==> src/rtl/cmd_stream_arbiter.sv <==
// cmd_stream_arbiter
//   Shares one 32-bit command stream between two requesters. Whole packets are
//   granted round-robin and serialized onto dn_data/dn_enable. Result words from
//   the interface go back only to the requester that owns the in-flight packet.
//   The next grant is held until all results of the current packet have drained.
//
// Ports
//   clk, clear            : clock, synchronous active-high reset
//   reqN_data/valid/last  : requester N command word, valid, last word of packet
//   reqN_ready            : requester N word accepted this cycle
//   dn_data/dn_enable     : registered word and enable toward the interface
//   dn_ready              : interface can take a word
//   up_data/up_y_valid    : result word from the interface
//   up_out_count(_valid)  : number of results the current packet will produce
//   rsp_data/rsp_valid    : routed result word, one-hot per requester
//   owner, busy           : current grant index, arbiter not idle
//   timeout_err           : one-cycle pulse when a drain is aborted
module cmd_stream_arbiter #(
    parameter int SETTLE_CYC  = 3,
    parameter int TIMEOUT_CYC = 1024,
    parameter int CNT_W       = 16
) (
    input  logic        clk,
    input  logic        clear,
    input  logic [31:0] req0_data,
    input  logic        req0_valid,
    input  logic        req0_last,
    output logic        req0_ready,
    input  logic [31:0] req1_data,
    input  logic        req1_valid,
    input  logic        req1_last,
    output logic        req1_ready,
    output logic [31:0] dn_data,
    output logic        dn_enable,
    input  logic        dn_ready,
    input  logic [31:0] up_data,
    input  logic        up_y_valid,
    input  logic [31:0] up_out_count,
    input  logic        up_out_count_valid,
    output logic [31:0] rsp_data,
    output logic [1:0]  rsp_valid,
    output logic        owner,
    output logic        busy,
    output logic        timeout_err
);

    localparam int ST_W = $clog2(SETTLE_CYC) + 1;
    localparam int DT_W = $clog2(TIMEOUT_CYC) + 1;

    typedef enum logic [1:0] {
        IDLE   = 2'd0,
        SEND   = 2'd1,
        SETTLE = 2'd2,
        DRAIN  = 2'd3
    } state_t;

    state_t            r_state;
    state_t            w_state_next;
    logic [31:0]       r_dn_data;
    logic              r_dn_enable;
    logic [31:0]       r_rsp_data;
    logic [1:0]        r_rsp_valid;
    logic              r_owner;
    logic              r_last_grant;
    logic              r_busy;
    logic              r_timeout_err;
    logic [CNT_W-1:0]  r_exp_cnt;
    logic [CNT_W-1:0]  r_rcv_cnt;
    logic [ST_W-1:0]   r_settle_t;
    logic [DT_W-1:0]   r_drain_t;

    logic [1:0]        w_valid;
    logic [1:0]        w_req_ready;
    logic              w_xfer;
    logic              w_last_sel;
    logic [31:0]       w_word_sel;
    logic              w_active;
    logic              w_do_grant;
    logic              w_grant_idx;
    logic              w_timeout;
    logic              w_unused_bits;

    assign w_valid    = {req1_valid, req0_valid};
    assign w_word_sel = r_owner ? req1_data : req0_data;
    assign w_last_sel = r_owner ? req1_last : req0_last;
    assign w_active   = (r_state != IDLE);
    assign w_unused_bits = &{1'b0, up_out_count[31:CNT_W]};

    // Only the owner sees ready, and only while its packet is being sent.
    generate
        for (genvar gi = 0; gi < 2; gi++) begin : g_ready
            assign w_req_ready[gi] = (r_state == SEND) && (r_owner == 1'(gi))
                                     && w_valid[gi] && dn_ready;
        end
    endgenerate

    assign w_xfer     = |w_req_ready;
    assign req0_ready = w_req_ready[0];
    assign req1_ready = w_req_ready[1];

    always_comb begin
        w_state_next = r_state;
        w_do_grant   = 1'b0;
        w_grant_idx  = 1'b0;
        w_timeout    = 1'b0;
        case (r_state)
            IDLE: begin
                if (|w_valid) begin
                    w_do_grant   = 1'b1;
                    // Contention goes to whoever did not win last time.
                    w_grant_idx  = (&w_valid) ? ~r_last_grant : w_valid[1];
                    w_state_next = SEND;
                end
            end
            SEND: begin
                if (w_xfer && w_last_sel) begin
                    w_state_next = SETTLE;
                end
            end
            SETTLE: begin
                if (r_settle_t == ST_W'(SETTLE_CYC - 1)) begin
                    if ((r_exp_cnt != '0) && (r_rcv_cnt < r_exp_cnt)) begin
                        w_state_next = DRAIN;
                    end else begin
                        w_state_next = IDLE;
                    end
                end
            end
            DRAIN: begin
                if (r_rcv_cnt == r_exp_cnt) begin
                    w_state_next = IDLE;
                end else if (r_drain_t == DT_W'(TIMEOUT_CYC - 1)) begin
                    w_state_next = IDLE;
                    w_timeout    = 1'b1;
                end
            end
            default: w_state_next = IDLE;
        endcase
    end

    always_ff @(posedge clk) begin
        if (clear) begin
            r_state       <= IDLE;
            r_dn_data     <= '0;
            r_dn_enable   <= 1'b0;
            r_rsp_data    <= '0;
            r_rsp_valid   <= '0;
            r_owner       <= 1'b0;
            r_last_grant  <= 1'b1;
            r_busy        <= 1'b0;
            r_timeout_err <= 1'b0;
            r_exp_cnt     <= '0;
            r_rcv_cnt     <= '0;
            r_settle_t    <= '0;
            r_drain_t     <= '0;
        end else begin
            r_state       <= w_state_next;
            r_busy        <= (w_state_next != IDLE);
            r_dn_enable   <= 1'b1;
            // No transfer means a NOP header word keeps the pipeline moving.
            r_dn_data     <= w_xfer ? w_word_sel : 32'h0;
            r_timeout_err <= w_timeout;
            r_settle_t    <= (r_state == SETTLE) ? r_settle_t + ST_W'(1) : '0;
            r_drain_t     <= (r_state == DRAIN)  ? r_drain_t  + DT_W'(1) : '0;

            if (w_do_grant) begin
                r_owner      <= w_grant_idx;
                r_last_grant <= w_grant_idx;
                r_exp_cnt    <= '0;
                r_rcv_cnt    <= '0;
            end

            if (w_active && up_out_count_valid) begin
                r_exp_cnt <= up_out_count[CNT_W-1:0];
            end

            if (w_active && up_y_valid) begin
                r_rsp_data  <= up_data;
                r_rsp_valid <= 2'b01 << r_owner;
                if (r_rcv_cnt != {CNT_W{1'b1}}) begin
                    r_rcv_cnt <= r_rcv_cnt + CNT_W'(1);
                end
            end else begin
                r_rsp_valid <= '0;
            end
        end
    end

    assign dn_data     = r_dn_data;
    assign dn_enable   = r_dn_enable;
    assign rsp_data    = r_rsp_data;
    assign rsp_valid   = r_rsp_valid;
    assign owner       = r_owner;
    assign busy        = r_busy;
    assign timeout_err = r_timeout_err;

endmodule

==> config.mk <==
export PLATFORM = sky130hd
export DESIGN_NAME = cmd_stream_arbiter
export DESIGN_NICKNAME = d
export VERILOG_FILES = /design/src/rtl/cmd_stream_arbiter.sv
export SDC_FILE = /design/constraint.sdc
export NUM_CORES = 1
export LEC_CHECK = 0
export CORE_UTILIZATION = 45
export CTS_BUF_LIST = sky130_fd_sc_hd__clkbuf_2
export DETAILED_ROUTE_END_ITERATION = 12
export GPL_ROUTABILITY_DRIVEN = 0
export GPL_TIMING_DRIVEN = 0
export PLACE_DENSITY_LB_ADDON = 0.25
export REMOVE_ABC_BUFFERS = 1
export SYNTH_ARGS = -nofsm -noshare
export SYNTH_HDL_FRONTEND = slang
export SYNTH_SLANG_ARGS = --single-unit
export TNS_END_PERCENT = 50
==> constraint.sdc <==
create_clock -name clk -period 2.7 [get_ports clk]
set_input_delay 0.81 -clock clk [delete_from_list [all_inputs] [get_ports clk]]
set_output_delay 0.81 -clock clk [all_outputs]
set_load 0.05 [all_outputs]
==> reports/metrics.json <==
{
  "routing": {
    "drt_wl_total_um": 12800,
    "iter_0_drt_violations": 218,
    "detail_route.vias_per_cell": 5.11,
    "postRouteAntennaNets": 0,
    "average_wire_per_standard_cell_um": 14.0,
    "dr_total_vias": 4657,
    "drcViolationCount": 0,
    "drt_first_pass_iters": 4
  },
  "placement": {
    "place.detailed.hpwl_um": 9520,
    "placement.cell_area_sq_um": 7020,
    "placement.io_buffers": 192
  },
  "timing": {
    "timing.clock.skew_ns": 0.0222,
    "relSlewSlack_pct": 26.6,
    "rsz0062_at_grt": "yes",
    "fmax_mhz": 384,
    "worst_tran_pin_value_ns": 1.09,
    "timing.final.crit_share_pct": 96.4,
    "timing.final.crit_period_ns": 2.60,
    "timing.final.setup_violations": 0,
    "final_number_of_max_transition_violations": 0,
    "hold_viol": 0
  },
  "synthesis": {
    "synth_ff_type": "dfxtp_1",
    "syn_std_cell_area_sq_um": 4990,
    "synth-async-reset-ratio_pct": 0,
    "yosysSeqAreaShare_pct": 47.8,
    "postSynthRegisterBits": 119,
    "synth.avg_cell_area_sq_um": 8.75,
    "synth_cell_type_count": 54,
    "yosys_warnings": 0,
    "synth_edf_count": 0,
    "number_of_standard_cells_after_synthesis": 570
  },
  "layout": {
    "num_antenna_cells": 0,
    "layout_cells_sized_above_1_pct": 7.13,
    "n_fill_cell": 902,
    "nets": 915,
    "finish.instance_area_sq_um": 7310,
    "layout-area-overhead-vs-synth_pct": 46.6
  },
  "global_route": {
    "vias_in_the_first_global_route": 4550,
    "grt_antenna_before_repair": 0,
    "grt_pass1_wl_um": 20400,
    "groute.usage.overall_pct": 22.8,
    "grt_overflow_total": 0,
    "grt_start_max_net_pins": 40
  },
  "power": {
    "intPower_mw": 2.79,
    "worst_ir_drop_vdd_mv": 0.350,
    "leakagePower_nw": 3.25,
    "power.share.sequential_pct": 48.4,
    "netSwitchingPower_mw": 1.01,
    "comb_power_share_pct": 17.0,
    "swShare_pct": 26.6,
    "power_mw": 3.80,
    "power_density_nw_per_um2": 520,
    "clock_power_share_pct": 34.6
  },
  "floorplan": {
    "placementRows": 38,
    "die_width_um": 107,
    "die-height_um": 107,
    "starting_density_of_the_core_pct": 46.0,
    "die-area_sq_um": 11500,
    "core_sq_um": 10800,
    "design.portCount": 209
  },
  "critical_path": {
    "critical_path.max_stage_delay_ns": 0.48,
    "worst-endpoint-required_ns": 1.89,
    "arrival_ns": 1.79,
    "worstSetupPathType": "register to primary output",
    "worst_path_max_delay_cell": "dfxtp_2",
    "cp_launch_type": "register",
    "crit_path_cell_trace": "nand3b_1 -> inv_1 -> and3_4 -> buf_8",
    "highest_net_fanout_along_the_worst_path": 9,
    "cp-end-kind": "primary output"
  },
  "worst_hold_path": {
    "hold_class": "register to register"
  },
  "cts": {
    "clock_sink_count": 119,
    "ctsHtreeMaxLevel": 4,
    "cts_made_buffers": 17,
    "clock_tree.buffer_depth": 2,
    "cts.root.buffer_cell": "clkbuf_2",
    "tritoncts": "yes",
    "clock_pin_slew_on_the_worst_setup_and_hold_paths_ns": 0.14,
    "clk-insertion-delay-late_ns": 0.67
  },
  "outcome": {
    "run_status": "complete, no violations"
  },
  "flow_run": {
    "drv.max_cap_violation_count": 0
  }
}
==> flip-flops by register name, indices dropped and copies added, names as in the netlist, 2 cells and up <==
signal and count:
dn_data 32, r_drain_t 11, r_exp_cnt 16, r_rcv_cnt 16
r_settle_t 3, r_state 2, rsp_data 32, rsp_valid 2
==> worst max-delay path, delay by kind of cell, from the launching register on <==
family	cells	cell delay (ns)
buffers and inverters	2	0.26
DFF	1	0.48
and+or+nand+nor	2	0.39
==> placed cells by master, fill, tap and decap left out, types with 5 or more instances in the layout <==
cell / instances
xnor2_1: 5
mux2i_1: 32
dlymetal6s2s_1: 18
nor2_1: 76
bufinv_16: 5
inv_1: 22
o21ai_0: 20
nor4_1: 5
a22oi_1: 16
a21oi_1: 47
dlygate4sd2_1: 52
dfxtp_1: 116
nand4_1: 8
ha_1: 20
o21ai_1: 9
nand3_1: 9
clkdlybuf4s50_1: 118
clkbuf_2: 19
nand2_1: 90
clkinv_1: 7
==> Yosys cell counts (4+ instances only) <==
cell type  number  area (sq um)
a21oi_1        47           235
nand2_1        90           338
o21ai_0        21           105
dfxtp_1       119          2380
and3_1          4          25.0
nor2b_1         6          37.5
nor4_1          5          31.3
clkbuf_1       17          63.8
xnor2_1         5          43.8
nand4_1         8          50.1
ha_1           20           250
mux2i_1        32           320
xor2_1          4          35.0
a31oi_1         4          25.0
a22oi_1        16           120
o21ai_1         9          45.0
buf_2           4          20.0
nor2_1         76           285
inv_1          22          82.6
nand3_1         9          45.0
buf_1           4          15.0
or3_1           4          25.0
==> layer usage <==
| metal | track usage [%] | vias up | wire, um |
|---|---|---|---|
| met1 | 24.5 | 2152 | 5030 |
| met3 | 8.72 | 16 | 900 |
| li1 | - | 2336 | - |
| met5 | 0 | - | 0 |
| met2 | 40.6 | 153 | 6650 |
| met4 | 8.32 | 0 | 214 |
==> final timing paths <==
check | start | to | slack (ns) | cells past startpoint
setup / recovery | r_state[0] | req1_ready | 0.1 | 4
hold / removal | rsp_data[0] | rsp_data[0] | 0.46 | 2
setup reg to reg | r_exp_cnt[14] | r_state[1] | 0.43 | 8
hold reg to reg | rsp_data[0] | rsp_data[0] | 0.46 | 2
==> final cells by class <==
type,instances,area (sq um),area share (%)
Multi-Input combinational cell,401,2420,33.1
Clock inverter,14,186,2.55
Sequential cell,119,2390,32.7
Inverter,22,82.6,1.13
Timing Repair Buffer,197,1970,26.9
Tap cell,140,175,2.40
Clock buffer,18,90.1,1.23
==> power by group through the flow <==
stage	Clock, mW	Sequential (mW)	Combinational (mW)
6_report	1.32	1.84	0.646
5_1_grt	1.44	1.85	0.697
4_1_cts	1.35	1.84	0.649
3_5_place_dp	0	1.88	0.659
3_3_place_gp	0	1.89	0.630
2_1_floorplan	0	2.02	0.191
==> timing repair <==
item                                    in CTS  in global routing
hold buffers                                 0                  0
endpoints found under the setup margin      54                 20
setup buffers                                1                  1
resized for setup                           73                 22
hold endpoints to repair                     0                  0
pin swaps                                    0                  0
==> metrics by stage <==
| stage | hold slack (ns) | worst slack, ns | setup TNS [ns] | instances | util [%] |
|---|---|---|---|---|---|
| 4_1_cts | 0.437 | 0.00107 | 0 | 910 | 66.9 |
| 3_3_place_gp | 0.427 | -2.45 | -140.51 | 874 | 64.2 |
| 6_report | 0.459 | 0.0966 | 0 | 911 | 67.5 |
| 5_1_grt | 0.445 | -0.0384 | -0.0384 | 911 | 67.5 |
| 2_1_floorplan | 0.417 | -0.818 | -19.17 | 542 | - |
| 3_5_place_dp | 0.440 | -0.696 | -2.12 | 877 | 64.8 |
==> kinds of logic (layout without fill, tap and decap cells) <==
group / Yosys count / count (layout) / synth area share [%]
xor+xnor: 9 / 9 / 1.58
compound gates: 113 / 113 / 13.7
simple gates: 227 / 227 / 21.2
fa+ha+maj: 20 / 20 / 5.02
buf+inv: 50 / 251 / 4.24
mux: 32 / 32 / 6.42
flops: 119 / 119 / 47.8
(Power assumes the default switching activity.)
